$ cat src/rtl/bus_pkg.sv
// bus_pkg: shared bus geometry and source index constants for the single-bus datapath.
package bus_pkg;
   localparam int BUS_WIDTH  = 32;
   localparam int BUS_NSRC   = 32;
   localparam int SRC_R0     = 0;
   localparam int SRC_R1     = 1;
   localparam int SRC_R2     = 2;
   localparam int SRC_R3     = 3;
   localparam int SRC_R4     = 4;
   localparam int SRC_R5     = 5;
   localparam int SRC_R6     = 6;
   localparam int SRC_R7     = 7;
   localparam int SRC_R8     = 8;
   localparam int SRC_R9     = 9;
   localparam int SRC_R10    = 10;
   localparam int SRC_R11    = 11;
   localparam int SRC_R12    = 12;
   localparam int SRC_R13    = 13;
   localparam int SRC_R14    = 14;
   localparam int SRC_R15    = 15;
   localparam int SRC_HI     = 16;
   localparam int SRC_LO     = 17;
   localparam int SRC_ZHI    = 18;
   localparam int SRC_ZLO    = 19;
   localparam int SRC_PC     = 20;
   localparam int SRC_MDR    = 21;
   localparam int SRC_INPORT = 22;
   localparam int SRC_C      = 23;
endpackage

$ cat src/rtl/bus_prio_enc.sv
// bus_prio_enc: lowest-index priority encoder over drive enables, with any/multi flags.
module bus_prio_enc #(
   parameter int N_SRC = 32,
   parameter int IDX_W = $clog2(N_SRC)
) (
   input  logic [N_SRC-1:0] i_req,
   output logic [IDX_W-1:0] o_idx,
   output logic             o_any,
   output logic             o_multi
);
   always_comb begin
      o_idx = '0;
      for (int k = N_SRC - 1; k >= 0; k--)
         if (i_req[k]) o_idx = IDX_W'(k);
   end
   assign o_any   = |i_req;
   // clearing the lowest set bit leaves something only if two or more were set
   assign o_multi = |(i_req & (i_req - N_SRC'(1)));
endmodule

$ cat src/rtl/bus_select_reg.sv
// bus_select_reg: registered N-source bus mux with bus keeper and sticky conflict detect.
// Define BUS_CONFLICT_COUNT_EN to add the saturating conflict_count output.
module bus_select_reg
   import bus_pkg::*;
#(
   parameter int N_SRC = BUS_NSRC,
   parameter int WIDTH = BUS_WIDTH,
   localparam int IDX_W = $clog2(N_SRC)
) (
   input  logic                   clock,
   input  logic                   clear,
   input  logic [N_SRC*WIDTH-1:0] bus_in,
   input  logic [N_SRC-1:0]       drive_en,
   input  logic                   conflict_clr,
   output logic [WIDTH-1:0]       bus_out,
   output logic                   bus_valid,
   output logic [IDX_W-1:0]       owner_idx,
   output logic                   conflict,
`ifdef BUS_CONFLICT_COUNT_EN
   output logic [15:0]            conflict_count,
`endif
   output logic [N_SRC-1:0]       conflict_mask
);
   logic [IDX_W-1:0] w_idx;
   logic             w_any;
   logic             w_multi;
   logic [WIDTH-1:0] r_bus;
   logic             r_valid;
   logic [IDX_W-1:0] r_owner;
   logic             r_conf;
   logic [N_SRC-1:0] r_mask;

   bus_prio_enc #(.N_SRC(N_SRC), .IDX_W(IDX_W)) u_enc (
      .i_req   (drive_en),
      .o_idx   (w_idx),
      .o_any   (w_any),
      .o_multi (w_multi)
   );

   always_ff @(posedge clock) begin
      if (clear) begin
         r_bus   <= '0;
         r_valid <= 1'b0;
         r_owner <= '0;
         r_conf  <= 1'b0;
         r_mask  <= '0;
      end else begin
         r_valid <= w_any;
         if (w_any) begin
            r_bus   <= bus_in[w_idx*WIDTH +: WIDTH];
            r_owner <= w_idx;
         end
         // a conflict in the same cycle as conflict_clr starts a fresh capture
         if (w_multi) begin
            r_conf <= 1'b1;
            if (!r_conf || conflict_clr) r_mask <= drive_en;
         end else if (conflict_clr) begin
            r_conf <= 1'b0;
            r_mask <= '0;
         end
      end
   end

`ifdef BUS_CONFLICT_COUNT_EN
   logic [15:0] r_cnt;
   always_ff @(posedge clock) begin
      if (clear) r_cnt <= '0;
      else if (w_multi) r_cnt <= conflict_clr ? 16'd1 : (&r_cnt ? r_cnt : r_cnt + 16'd1);
      else if (conflict_clr) r_cnt <= '0;
   end
   assign conflict_count = r_cnt;
`endif

   assign bus_out       = r_bus;
   assign bus_valid     = r_valid;
   assign owner_idx     = r_owner;
   assign conflict      = r_conf;
   assign conflict_mask = r_mask;
endmodule

$ cat config.mk
export PLATFORM = sky130hd
export DESIGN_NAME = bus_select_reg
export DESIGN_NICKNAME = d
export VERILOG_FILES = /design/src/rtl/bus_pkg.sv /design/src/rtl/bus_prio_enc.sv /design/src/rtl/bus_select_reg.sv
export SDC_FILE = /design/constraint.sdc
export NUM_CORES = 1
export LEC_CHECK = 0
export CAP_MARGIN = 40
export CORE_AREA = 2 2 437 439
export DETAILED_ROUTE_END_ITERATION = 12
export DIE_AREA = 0 0 439 441
export PLACE_DENSITY = 0.3
export RECOVER_POWER = 100
export SYNTH_ARGS = -nofsm -noshare
export SYNTH_HDL_FRONTEND = slang
export SYNTH_HIERARCHICAL = 1
export SYNTH_SLANG_ARGS = --single-unit
$ cat constraint.sdc
create_clock -name clock -period 4.95 [get_ports clock]
set_input_delay 0.495 -clock clock [delete_from_list [all_inputs] [get_ports clock]]
set_output_delay 0.495 -clock clock [all_outputs]
set_load 0.1 [all_outputs]
# ---- Yosys cells after proc, flatten, opt, wreduce, memory -nomap -nowiden
# Index checks and enable logic that the tools add are counted.
dict set report totals {
  reg_bits 71
  input_bits 1059
  out_inout_bits 71
  word_cells 52
}
dict set report op_classes {
  n_addsub 1
  n_eq_ne 1
  n_shift 1
  n_mux 37
  n_bitwise 1
  n_reduce_logical 6
}
# cell n
set op_table {}
lappend op_table {{$shiftx A1024 B11 Y32} 1}
lappend op_table {{$mux W5} 32}
lappend op_table {{$mux W32} 3}
lappend op_table {{$reduce_or A32 Y1} 2}
lappend op_table {{$and A32 B32 Y32} 1}
lappend op_table {{$sub A32 B1 Y32 const B} 1}
lappend op_table {{$mux W1} 2}
lappend op_table {{$ne A2 B2 Y1 const B} 1}
lappend op_table {{$reduce_and A2 Y1} 1}
lappend op_table {{$reduce_bool A2 Y1} 1}
lappend op_table {{$logic_not A1 Y1} 1}
lappend op_table {{$logic_or A1 B1 Y1} 1}

# ---- Longest topological paths before layout
dict set report logic_depth {
  word_depth 33
  ltp_mapped 15
  ltp_nobuf 10
}

# ---- Cells and area by module
# The synthesis kept the hierarchy.
# mod instances cells_each area_per_inst_um2 seq_area_each_um2
set by_module_without_submodules {}
lappend by_module_without_submodules {bus_select_reg 1 895 10461.3 1421.4}
lappend by_module_without_submodules {bus_prio_enc 1 116 689.4 0.0}

# ---- Worst setup path after synthesis
# OpenSTA, ideal clock, no wires.
dict set report synth_timing {
  path_kind {input to register}
  startpoint {in drive_en[4]}
  endpoint {reg r_mask[10], in the netlist conflict_mask[10]}
  setup_time_ps 68
  arrival_time_ps 2900
  t_required_ps 4882
  path_slack_ps 1983
  path_stages 12
  n_path_buf 3
  cell_sequence {clkbuf_1 nor4_1 and4_1 buf_6 nand3_2 a2111oi_2 and4_1 o2111ai_1 a21oi_1 clkbuf_1 a22oi_1 nor2_1}
}
dict set report synth_between {
  elab_chain_cells 5
  word_cells_on_any_way 7
  cone_classes {add/sub: 1; eq/ne: 1; mux: 1; bitwise: 1; reduce/logical: 3}
}
# item line
set synth_rtl {}
lappend synth_rtl {{from (decl)} bus_select_reg.sv:13} ;# input logic [N_SRC-1:0] drive_en,
lappend synth_rtl {{$sub A32 B1 Y32} bus_prio_enc.sv:18} ;# assign o_multi = |(i_req & (i_req - N_SRC'(1)));
lappend synth_rtl {{$and A32 B32 Y32 *} bus_prio_enc.sv:18}
lappend synth_rtl {{$reduce_or A32 Y1 *} bus_prio_enc.sv:18}
lappend synth_rtl {{net w_multi} bus_select_reg.sv:26} ;# logic w_multi;
lappend synth_rtl {{$ne A2 B2 Y1 (no source line) or $reduce_bool A2 Y1 (tied branches)} n/a}
lappend synth_rtl {{$reduce_and A2 Y1 (no source line)} n/a}
lappend synth_rtl {{to (signal assigned)} bus_select_reg.sv:56} ;# if (!r_conf || conflict_clr) r_mask <= drive_en;
lappend synth_rtl {{to (decl)} bus_select_reg.sv:31} ;# logic [N_SRC-1:0] r_mask;
# The timed path passes the listed nets; every way through them passes the cells marked *.
# A chain may end at the register's enable or synchronous reset.

# ---- Worst setup path after layout
dict set report layout_timing {
  startpoint {in drive_en[27]}
  endpoint {reg r_bus[10], in the netlist bus_out[10]}
}
dict set report layout_between {
  elab_chain_cells 29
  word_cells_on_any_way 30
  cone_classes {shift: 1; mux: 28; reduce/logical: 1}
}
# item line
set layout_rtl {}
lappend layout_rtl {{$mux W5 (28 in a row)} bus_prio_enc.sv:14} ;# if (i_req[k]) o_idx = IDX_W'(k);
lappend layout_rtl {{net w_idx[2]} bus_select_reg.sv:24} ;# logic [IDX_W-1:0] w_idx;
lappend layout_rtl {{$shiftx A1024 B11 Y32} bus_select_reg.sv:50} ;# r_bus <= bus_in[w_idx*WIDTH +: WIDTH];
lappend layout_rtl {{to (signal assigned)} bus_select_reg.sv:50}
lappend layout_rtl {{to (decl)} bus_select_reg.sv:27} ;# logic [WIDTH-1:0] r_bus;
# The timed path passes the listed nets, and every way through them passes these cells.

==> metrics.cfg <==
[worst_hold_path]
min_to=owner_idx[4]$_SDFFE_PP0P_
min_delay_path_depth=2
hold_class=reg2reg
hold_start=owner_idx[4]$_SDFFE_PP0P_

[worst_setup_path]
timing.rr.end=conflict_mask[28]$_SDFFE_PP0P_
r2r_start=conflict$_SDFFE_PP0P_
critPathKind=in2reg
endpoint_kind=flip-flop
required_ns=5.21
cp_max_fo=13
worst-r2r-setup-slack_ns=3.39
critPathLaunchType=primary input
cp_data_arrival_time_ns=4.89
reg2regPathDepth=4

[synth]
netlist_top_cells_count=mux4_2 (192), a22oi_1 (161), mux2i_1 (132)
synth.top_cell.area_share_pct=38.8
synth_area_leaders=mux4_2 (39%), dfxtp_1 (13%), mux2i_1 (12%), a22oi_1 (11%), mux2_2 (3.2%)
syn_area_um2=11200
ys_seq_area_share_pct=12.7
synth_nets=2070
synth.distinct_cells=52
synth_top_area_cell=mux4_2
ys.flop_type=dfxtp_1
synth_edf_count=0
synth_area_per_cell_um2=11.0
ys_ff_latch=71
yosysMostFrequentCell=mux4_2
netlist_instances=1011
yosys_warnings=6
async_flop_share_pct=0

[final_layout]
layout-drive-gt1-share_pct=22.2
syn2layout_area_growth_pct=154
nets=3353
postLayoutCellArea_um2=28300

[timing]
hold_viol=0
hold_ws_ns=0.473
maxSlewHeadroom_pct=-15.7
worst_slew_pin_slew_ns=1.74
clock_skew_ns=0.0213
drv_slew=13
fmax_mhz=216
rsz0062_at_grt=false
setup_viol=0
timing.final.crit_share_pct=93.5
min_period_ns=4.63

[power_and_ir_drop]
vdd_drop_max_uv=131
p_total_mw=4.20
leakage_nw=9.49
power.density_nw_per_um2=148

[drt]
drt_wl_total_um=165000
num_vias=16100
ant_nets=0
dr.pass1.iters=5
wl_per_cell_um=34.2
drt_iter0_drc=1074
drc_errors=0
vias_per_cell=3.34

[global_route]
antenna_found_initial=126
grt_pass1_vias=16700
overflow=0
grt_pass1_wl_um=199000
grtUsageTotal_pct=16.3
grt_max_degree=44

[cts]
cts_buffer_depth=2
clkSinkCount=71
cts.clk_slew.worst_paths_ns=0.08
root_buffer=clkbuf_16
cts_tree=built
cts-buffers-inserted=9
holdBufCountCts=0
htreeDepth=3
post_cts_resized=0
postCtsSetupBuffers=0
clk_latency_ns=0.43

[die]
placementRows=160
die_w_um=439
coreArea_um2=189000
die_h_um=441
die-area_um2=194000
io_pins=1130
initial_core_util_pct=5.89

[placed_design]
io_buffer_count=1129
placed_cell_area_um2=28200
dp_hpwl_um=151000
gp_congestion=0.865

[run_status]
violations=capacitance limit, slew limit
status=finished, violations left

[job]
cap_viol_max_count=14

report_power, final:
group          leakage (nW)  internal [mW]  switching [mW]  total, mW
combinational          8.78           1.48            1.31       2.79
sequential            0.590          0.614          0.0405      0.655
clock                 0.126          0.344           0.413      0.758
total                  9.49           2.44            1.76       4.20
through the flow:
stage | setup TNS [ns] | util [%] | setup slack (ns) | std cells
after floorplan | 0 | - | 1.98 | 1011
after global placement | -0.175 | 14.4 | -0.165 | 4752
after detailed placement | -0.0151 | 14.9 | -0.0151 | 4794
after CTS | 0 | 15.1 | 0.441 | 4810
after global routing | 0 | 14.9 | 0.169 | 4818
final | 0 | 15.0 | 0.323 | 4833
worst max path at each step:
stage	slack, ns	to	start
6_report	0.32	bus_out[10]$_SDFFE_PP0P_	drive_en[27]
5_1_grt	0.17	bus_out[21]$_SDFFE_PP0P_	drive_en[27]
4_1_cts	0.44	bus_out[10]$_SDFFE_PP0P_	drive_en[27]
3_5_place_dp	-0.02	bus_out[10]$_SDFFE_PP0P_	drive_en[27]
3_3_place_gp	-0.16	bus_out[10]$_SDFFE_PP0P_	drive_en[27]
2_1_floorplan	1.98	conflict_mask[10]$_SDFFE_PP0P_	drive_en[4]
layer usage:
layer	vias to the layer above	track usage (%)	wire length, µm
met2	790	26.9	79200
met4	52	2.11	1680
li1	6903	-	-
met1	8210	21.4	72700
met5	-	0	307
met3	165	4.72	11400
area by class of cell:
cell class	instances	area, µm²
sequential	71	1420
tap	2511	3140
timing repair buffer	1394	14300
clock buffer	10	229
inverter	11	41.3
antenna	23	57.6
fill	21300	161000
multi-input combinational	807	9040
clock inverter	6	45.0
flip-flops by register name (all words and copies together), names as in the netlist:
name,count
conflict_mask,32
owner_idx,5
bus_valid,1
conflict,1
bus_out,32
critical path, cell delays in order:
cell	delay, ns
clkdlybuf4s50_1	0.45
nor4_1	0.75
clkbuf_1	0.32
o21ai_0	0.15
buf_4	0.16
nand2_1	0.06
nand3_1	0.07
a21oi_1	0.21
o31a_2	0.29
buf_12	0.15
nor2b_4	0.36
buf_12	0.22
buf_4	0.14
a22oi_1	0.09
a32oi_1	0.75
a31oi_1	0.17
kinds of logic after synthesis:
logic type | Yosys count | share of synthesized area, %
compound gates | 302 | 20.1
fa+ha+maj | 4 | 0.382
buf+inv | 133 | 7.16
flops | 71 | 12.7
mux | 356 | 53.9
simple gates | 145 | 5.73
placed cells by master, fill, tap and decap left out, drive strengths merged, types with 12 or more instances in the layout:
master,instances
a31oi,35
a21oi,12
nor2,65
buf,251
a22oi,161
mux4,192
mux2i,132
a32oi,32
clkdlybuf4s50,1058
clkbuf,58
a21o,33
mux2,32
dfxtp,71
inv,13
nand2,42
diode,23
dlygate4sd3,36
Power figures use the tool's default switching activity.
